[src/rtl/regb_fifo_chain_if.sv]
// Producer/consumer-side bundle for the register-chain FIFO.
// The FIFO uses the slave modport; the surrounding logic uses master.
interface regb_fifo_chain_if #(
  parameter int unsigned WIDTH = 8,
  parameter int unsigned DEPTH = 4
);
  localparam int unsigned LVL_W = $clog2(DEPTH + 1);

  logic             shift_in;
  logic [WIDTH-1:0] si;
  logic             shift_out;
  logic             flush;
  logic             clr_err;
  logic [WIDTH-1:0] out;
  logic             empty_n;
  logic             full;
  logic             almost_full;
  logic             almost_empty;
  logic [LVL_W-1:0] level;
  logic             overflow;
  logic             underflow;

  modport master (
    output shift_in, si, shift_out, flush, clr_err,
    input  out, empty_n, full, almost_full, almost_empty, level, overflow, underflow
  );

  modport slave (
    input  shift_in, si, shift_out, flush, clr_err,
    output out, empty_n, full, almost_full, almost_empty, level, overflow, underflow
  );
endinterface

[src/rtl/regb_fifo_chain.sv]
// Register-chain FIFO: DEPTH stages compacting toward stage 0, with fill level,
// almost-full/empty thresholds, synchronous flush and sticky error flags.
module regb_fifo_chain #(
  parameter int unsigned WIDTH    = 8,
  parameter int unsigned DEPTH    = 4,
  parameter int unsigned AF_LEVEL = 3,
  parameter int unsigned AE_LEVEL = 1
) (
  input logic              clk,
  input logic              res,
  regb_fifo_chain_if.slave bus
);
  localparam int unsigned LVL_W = $clog2(DEPTH + 1);

  logic [WIDTH-1:0] data_q [DEPTH];
  logic [WIDTH-1:0] data_d [DEPTH];
  logic [LVL_W-1:0] level_q, level_d;
  logic             ovf_q, ovf_d;
  logic             unf_q, unf_d;
  logic [WIDTH-1:0] out_q, out_d;
  logic             empty_n_q, full_q, af_q, ae_q;

  logic             is_full, is_empty;
  logic             do_push, do_pop;
  logic [LVL_W-1:0] wr_idx;

  // Next-state: shift toward stage 0 on pop, then write the pushed word at the new tail.
  always_comb begin
    data_d   = data_q;
    level_d  = level_q;
    ovf_d    = ovf_q & ~bus.clr_err;
    unf_d    = unf_q & ~bus.clr_err;
    is_full  = (level_q == LVL_W'(DEPTH));
    is_empty = (level_q == '0);
    do_pop   = 1'b0;
    do_push  = 1'b0;
    wr_idx   = level_q;

    if (bus.flush) begin
      level_d = '0;
    end else begin
      do_pop  = bus.shift_out & ~is_empty;
      do_push = bus.shift_in & (~is_full | do_pop);
      if (bus.shift_out && is_empty)                 unf_d = 1'b1;
      if (bus.shift_in && is_full && !bus.shift_out) ovf_d = 1'b1;

      if (do_pop) begin
        for (int i = 0; i < int'(DEPTH) - 1; i++) begin
          data_d[i] = data_q[i+1];
        end
        wr_idx = level_q - LVL_W'(1);
      end

      if (do_push) begin
        for (int i = 0; i < int'(DEPTH); i++) begin
          if (LVL_W'(i) == wr_idx) data_d[i] = bus.si;
        end
      end

      level_d = level_q + LVL_W'(do_push) - LVL_W'(do_pop);
    end

    // Stage-0 data is only presented when it holds a valid entry.
    out_d = (level_d != '0) ? data_d[0] : '0;
  end

  always_ff @(posedge clk) begin
    if (res) begin
      for (int i = 0; i < int'(DEPTH); i++) begin
        data_q[i] <= '0;
      end
      level_q   <= '0;
      ovf_q     <= 1'b0;
      unf_q     <= 1'b0;
      out_q     <= '0;
      empty_n_q <= 1'b0;
      full_q    <= 1'b0;
      af_q      <= 1'b0;
      ae_q      <= 1'b1;
    end else begin
      data_q    <= data_d;
      level_q   <= level_d;
      ovf_q     <= ovf_d;
      unf_q     <= unf_d;
      out_q     <= out_d;
      empty_n_q <= (level_d != '0);
      full_q    <= (level_d == LVL_W'(DEPTH));
      af_q      <= (level_d >= LVL_W'(AF_LEVEL));
      ae_q      <= (level_d <= LVL_W'(AE_LEVEL));
    end
  end

  assign bus.out          = out_q;
  assign bus.empty_n      = empty_n_q;
  assign bus.full         = full_q;
  assign bus.almost_full  = af_q;
  assign bus.almost_empty = ae_q;
  assign bus.level        = level_q;
  assign bus.overflow     = ovf_q;
  assign bus.underflow    = unf_q;
endmodule

[src/flat_wrapper.sv]
// flat-port wrapper written by rule: the top's interface ports become plain ports
module regb_fifo_chain_flat 
#(
  parameter int unsigned WIDTH    = 8,
  parameter int unsigned DEPTH    = 4,
  parameter int unsigned AF_LEVEL = 3,
  parameter int unsigned AE_LEVEL = 1
)
  (clk, res, bus_shift_in, bus_si, bus_shift_out, bus_flush, bus_clr_err, bus_out, bus_empty_n, bus_full, bus_almost_full, bus_almost_empty, bus_level, bus_overflow, bus_underflow);
  regb_fifo_chain_if #(.WIDTH(WIDTH), .DEPTH(DEPTH)) bus_i ();
  input logic clk;
  input logic res;
  input wire logic [$bits(bus_i.shift_in)-1:0] bus_shift_in;
  input wire logic [$bits(bus_i.si)-1:0] bus_si;
  input wire logic [$bits(bus_i.shift_out)-1:0] bus_shift_out;
  input wire logic [$bits(bus_i.flush)-1:0] bus_flush;
  input wire logic [$bits(bus_i.clr_err)-1:0] bus_clr_err;
  output wire logic [$bits(bus_i.out)-1:0] bus_out;
  output wire logic [$bits(bus_i.empty_n)-1:0] bus_empty_n;
  output wire logic [$bits(bus_i.full)-1:0] bus_full;
  output wire logic [$bits(bus_i.almost_full)-1:0] bus_almost_full;
  output wire logic [$bits(bus_i.almost_empty)-1:0] bus_almost_empty;
  output wire logic [$bits(bus_i.level)-1:0] bus_level;
  output wire logic [$bits(bus_i.overflow)-1:0] bus_overflow;
  output wire logic [$bits(bus_i.underflow)-1:0] bus_underflow;
  assign bus_i.shift_in = bus_shift_in;
  assign bus_i.si = bus_si;
  assign bus_i.shift_out = bus_shift_out;
  assign bus_i.flush = bus_flush;
  assign bus_i.clr_err = bus_clr_err;
  assign bus_out = bus_i.out;
  assign bus_empty_n = bus_i.empty_n;
  assign bus_full = bus_i.full;
  assign bus_almost_full = bus_i.almost_full;
  assign bus_almost_empty = bus_i.almost_empty;
  assign bus_level = bus_i.level;
  assign bus_overflow = bus_i.overflow;
  assign bus_underflow = bus_i.underflow;
  regb_fifo_chain #(.WIDTH(WIDTH), .DEPTH(DEPTH), .AF_LEVEL(AF_LEVEL), .AE_LEVEL(AE_LEVEL)) u_core (.clk(clk), .res(res), .bus(bus_i));
endmodule
[config.mk]
export PLATFORM = sky130hd
export DESIGN_NAME = regb_fifo_chain_flat
export DESIGN_NICKNAME = d
export VERILOG_FILES = /design/src/rtl/regb_fifo_chain_if.sv /design/src/rtl/regb_fifo_chain.sv /design/src/flat_wrapper.sv
export SDC_FILE = /design/constraint.sdc
export NUM_CORES = 1
export LEC_CHECK = 0
export ABC_AREA = 0
export ABC_CLOCK_PERIOD_IN_PS = 3260
export BUFFER_PORTS_ARGS = -buffer_cell sky130_fd_sc_hd__buf_2
export CORE_ASPECT_RATIO = 1.4
export CORE_MARGIN = 8
export CORE_UTILIZATION = 56
export DETAILED_ROUTE_END_ITERATION = 8
export GPL_TIMING_DRIVEN = 0
export PLACE_DENSITY = 0.86
export SYNTH_ARGS = -nofsm -noshare
export SYNTH_HDL_FRONTEND = slang
export SYNTH_SLANG_ARGS = --single-unit
[constraint.sdc]
create_clock -name clk -period 3.26 [get_ports clk]
set_clock_uncertainty 0.2 [all_clocks]
set_input_delay 0.978 -clock clk [delete_from_list [all_inputs] [get_ports clk]]
set_output_delay 0.978 -clock clk [all_outputs]
set_load 0.005 [all_outputs]
==> run_results.csv <==
group,metric,value,unit
pwr,ir_worst_vdd,0.639,mV
timing,tightest_slew,0.539,ns
timing,max_freq,319,MHz
timing,min_period,3.14,ns
routing,drt-initial-drc-count,56,
yosys,syn-cell-area,2150,um^2
global_routing,antenna_found_initial,0,
routing,wl_per_cell,14.0,um
worst_setup_path,cp_data_arrival_time,3.12,ns
yosys,seq_area_frac_synth,45.5,%
floorplanning,rows,26,
timing,setup_violations,0,
placed_design,dpl.cell_count,318,
cts,numCtsBuffers,5,
floorplanning,die_x,68.4,um
routing,first_pass_iters,4,
cts,clock_latency,0.30,ns
pwr,pwr_density_cell,575,nW/um^2
worst_setup_path,cp.required,3.24,ns
timing,fin_hold_ws,0.279,ns
yosys,ys_seq_elements,49,
cells_and_area,stdcell_count,328,
cts,cts-root-to-sink-buffers,2,
routing,remaining_drc_errors,0,
worst_setup_path,cp-end-kind,"flip-flop",
placed_design,pre_cts_ws,-0.231,ns
yosys,synth_cell_types,40,
yosys,synth_enable_flop_cells,0,
timing,post-route-period-util,96.2,%
routing,viasPerCell,5.54,
worst_setup_path,path_max_fanout,8,
cells_and_area,drive_gt1_share,23.1,%
yosys,ys_warn_count,0,
pwr,p_leak,1.05,nW
min_path,hold_class,"flip-flop to flip-flop",
global_routing,grt_use_total,15.5,%
global_routing,overflow,0,
yosys,synthCells,246,
routing,vias,1816,
global_routing,grt_max_degree,16,
cells_and_area,layout.nets,303,
timing,grt_setup_unrepaired,"yes",
floorplanning,io_pins,31,
placed_design,dpl-instance-area,2360,um^2
yosys,synthArstFlopShare,0,%
timing,relSlewSlack,64.0,%
worst_setup_path,path_class,"flip-flop to flip-flop",
worst_setup_path,worstSetupStartpointType,"flip-flop",
timing,setup_slack,0.124,ns
global_routing,grt_pass1_vias,1714,
cts,cts_sinks,49,
cts,clkTransAtPathRegs,0.09,ns
yosys,synth_ff_type,"dfxtp_1",
status,outcome,"finished, final reports clean",
timing,report.final.slew_viol_count,0,
routing,wirelength,4600,um
cts,cts.htree.levels,2,
floorplanning,die_y,89.4,um
cells_and_area,area_delta_synth_final,17.4,%
cts,cts_tree,"done",
timing,setup_tns,0,ns
cells_and_area,final_core_util,68.8,%
yosys,synth.avg_cell_area,8.76,um^2
floorplanning,initial_core_util,58.6,%
placed_design,port_buffers,30,
placed_design,gp_congestion,0.832,
cells_and_area,nFillCells,293,
pwr,power.total,1.45,mW
floorplanning,die_area,6120,um^2
cells_and_area,final_area,2530,um^2
yosys,syn_nets,264,
global_routing,grt_first_pass_wirelength,7470,um
floorplanning,fp.coreArea,3680,um^2
run,max-cap-violations,0,
cts,cts_root_buf,"clkbuf_8",
cells_and_area,diodes,0,
routing,postRouteAntennaNets,0,
cts,cts_hold_buf,0,
timing,hold_violations,0,
placed_design,hpwlAfterDp,3250,um
==> cell type report <==
class	count	area (um^2)	share of cell area, %
Multi-Input combinational cell	184	1160	45.8
Sequential cell	49	982	38.8
Timing Repair Buffer	31	158	6.23
Clock buffer	6	72.6	2.87
Tap cell	42	52.6	2.08
Buffer	9	47.5	1.88
Clock inverter	2	38.8	1.53
Inverter	5	18.8	0.742
==> state kept, by name, indices dropped and copies added (netlist names) <==
name / count
u_core.bus.almost_empty: 1
u_core.bus.almost_full: 1
u_core.bus.empty_n: 1
u_core.bus.full: 1
u_core.bus.level: 3
u_core.bus.out: 8
u_core.bus.overflow: 1
u_core.bus.underflow: 1
u_core.data_q: 32
==> layer usage <==
layer / wire length [um] / share of wire, % / vias up / GRT usage (%)
li1: - / - / 935 / -
met1: 1970 / 43 / 847 / 16.9
met2: 2410 / 52 / 27 / 27.7
met3: 163 / 3.5 / 7 / 3.39
met4: 63 / 1.4 / 0 / 5.79
met5: 0 / 0 / - / 0
==> cells by family (layout without fill, tap and decap cells) <==
family / count (synthesis) / count (layout) / synth area share, %
simple gates: 128 / 128 / 27.9
compound gates: 32 / 33 / 11.8
fa+ha+maj: 4 / 4 / 2.67
flops: 49 / 49 / 45.5
buf+inv: 14 / 53 / 2.96
mux: 16 / 16 / 7.90
xor+xnor: 3 / 3 / 1.22
==> repair_timing <==
item | in CTS | in global routing
gates resized for setup | 1 | 7
gates cloned | 0 | 1
pin swaps | 0 | 2
setup buffers | 0 | 1
setup endpoints to repair | 8 | 8
==> worst max-delay path, stage by stage, from the launching register on <==
cell	delay (ns)
dfxtp_1	0.34
clkbuf_4	0.19
inv_1	0.12
ha_2	0.22
nand2b_1	0.17
nand2_1	0.13
xnor2_1	0.17
ha_1	0.16
inv_1	0.05
fa_1	0.40
xnor2_2	0.17
xnor2_2	0.35
a31oi_4	0.17
nor3b_1	0.18
==> layout by cell type (no fill, tap or decap), types with 3 or more instances in the layout <==
cell      synthesis  routed
nor3b_1           8       7
o211ai_1         16      16
nor3_1           10      10
inv_1             4       4
nand2_1          35      35
nor2_1           41      41
buf_2             3      32
nor2b_1           6       6
mux2i_1           8       8
clkbuf_8          0       5
dfxtp_1          49      48
mux2_2            7       7
nand3_1          17      17
clkbuf_1          4       5
a21oi_1           3       3
==> path summary, 6_finish.rpt <==
path                            start                 to  slack (ns)  cells after the start
setup / recovery  u_core.bus.level[0]  u_core.bus.out[5]        0.12                     13
hold / removal      u_core.data_q[20]  u_core.data_q[20]        0.28                      2
setup reg to reg  u_core.bus.level[0]  u_core.bus.out[5]        0.12                     13
hold reg to reg     u_core.data_q[20]  u_core.data_q[20]        0.28                      2
==> where the power goes <==
group / switching [mW] / total (mW) / internal [mW] / leakage [nW]
sequential: 0.0195 / 0.669 / 0.649 / 0.398
clock: 0.197 / 0.427 / 0.230 / 0.0554
combinational: 0.212 / 0.358 / 0.147 / 0.598
total: 0.428 / 1.45 / 1.03 / 1.05
==> cells in the mapped netlist, types with 2 or more instances <==
cell,number,area share [%]
nand2b_1,2,0.58
nand2_1,35,6.1
a211oi_1,2,0.70
xnor2_1,3,1.2
a211oi_2,2,1.2
clkbuf_1,4,0.70
nor2_1,41,7.1
o211ai_1,16,5.6
nor3_1,10,2.3
a21oi_1,3,0.70
buf_2,3,0.70
mux2_2,7,3.7
mux2i_1,8,3.7
nor2b_1,6,1.7
nor4_1,2,0.58
dfxtp_1,49,46
nor3b_1,8,2.8
inv_1,4,0.70
nand3_1,17,3.9
ha_1,3,1.7
o21ai_0,2,0.46
Note: power is estimated with default switching activity, not from simulation.
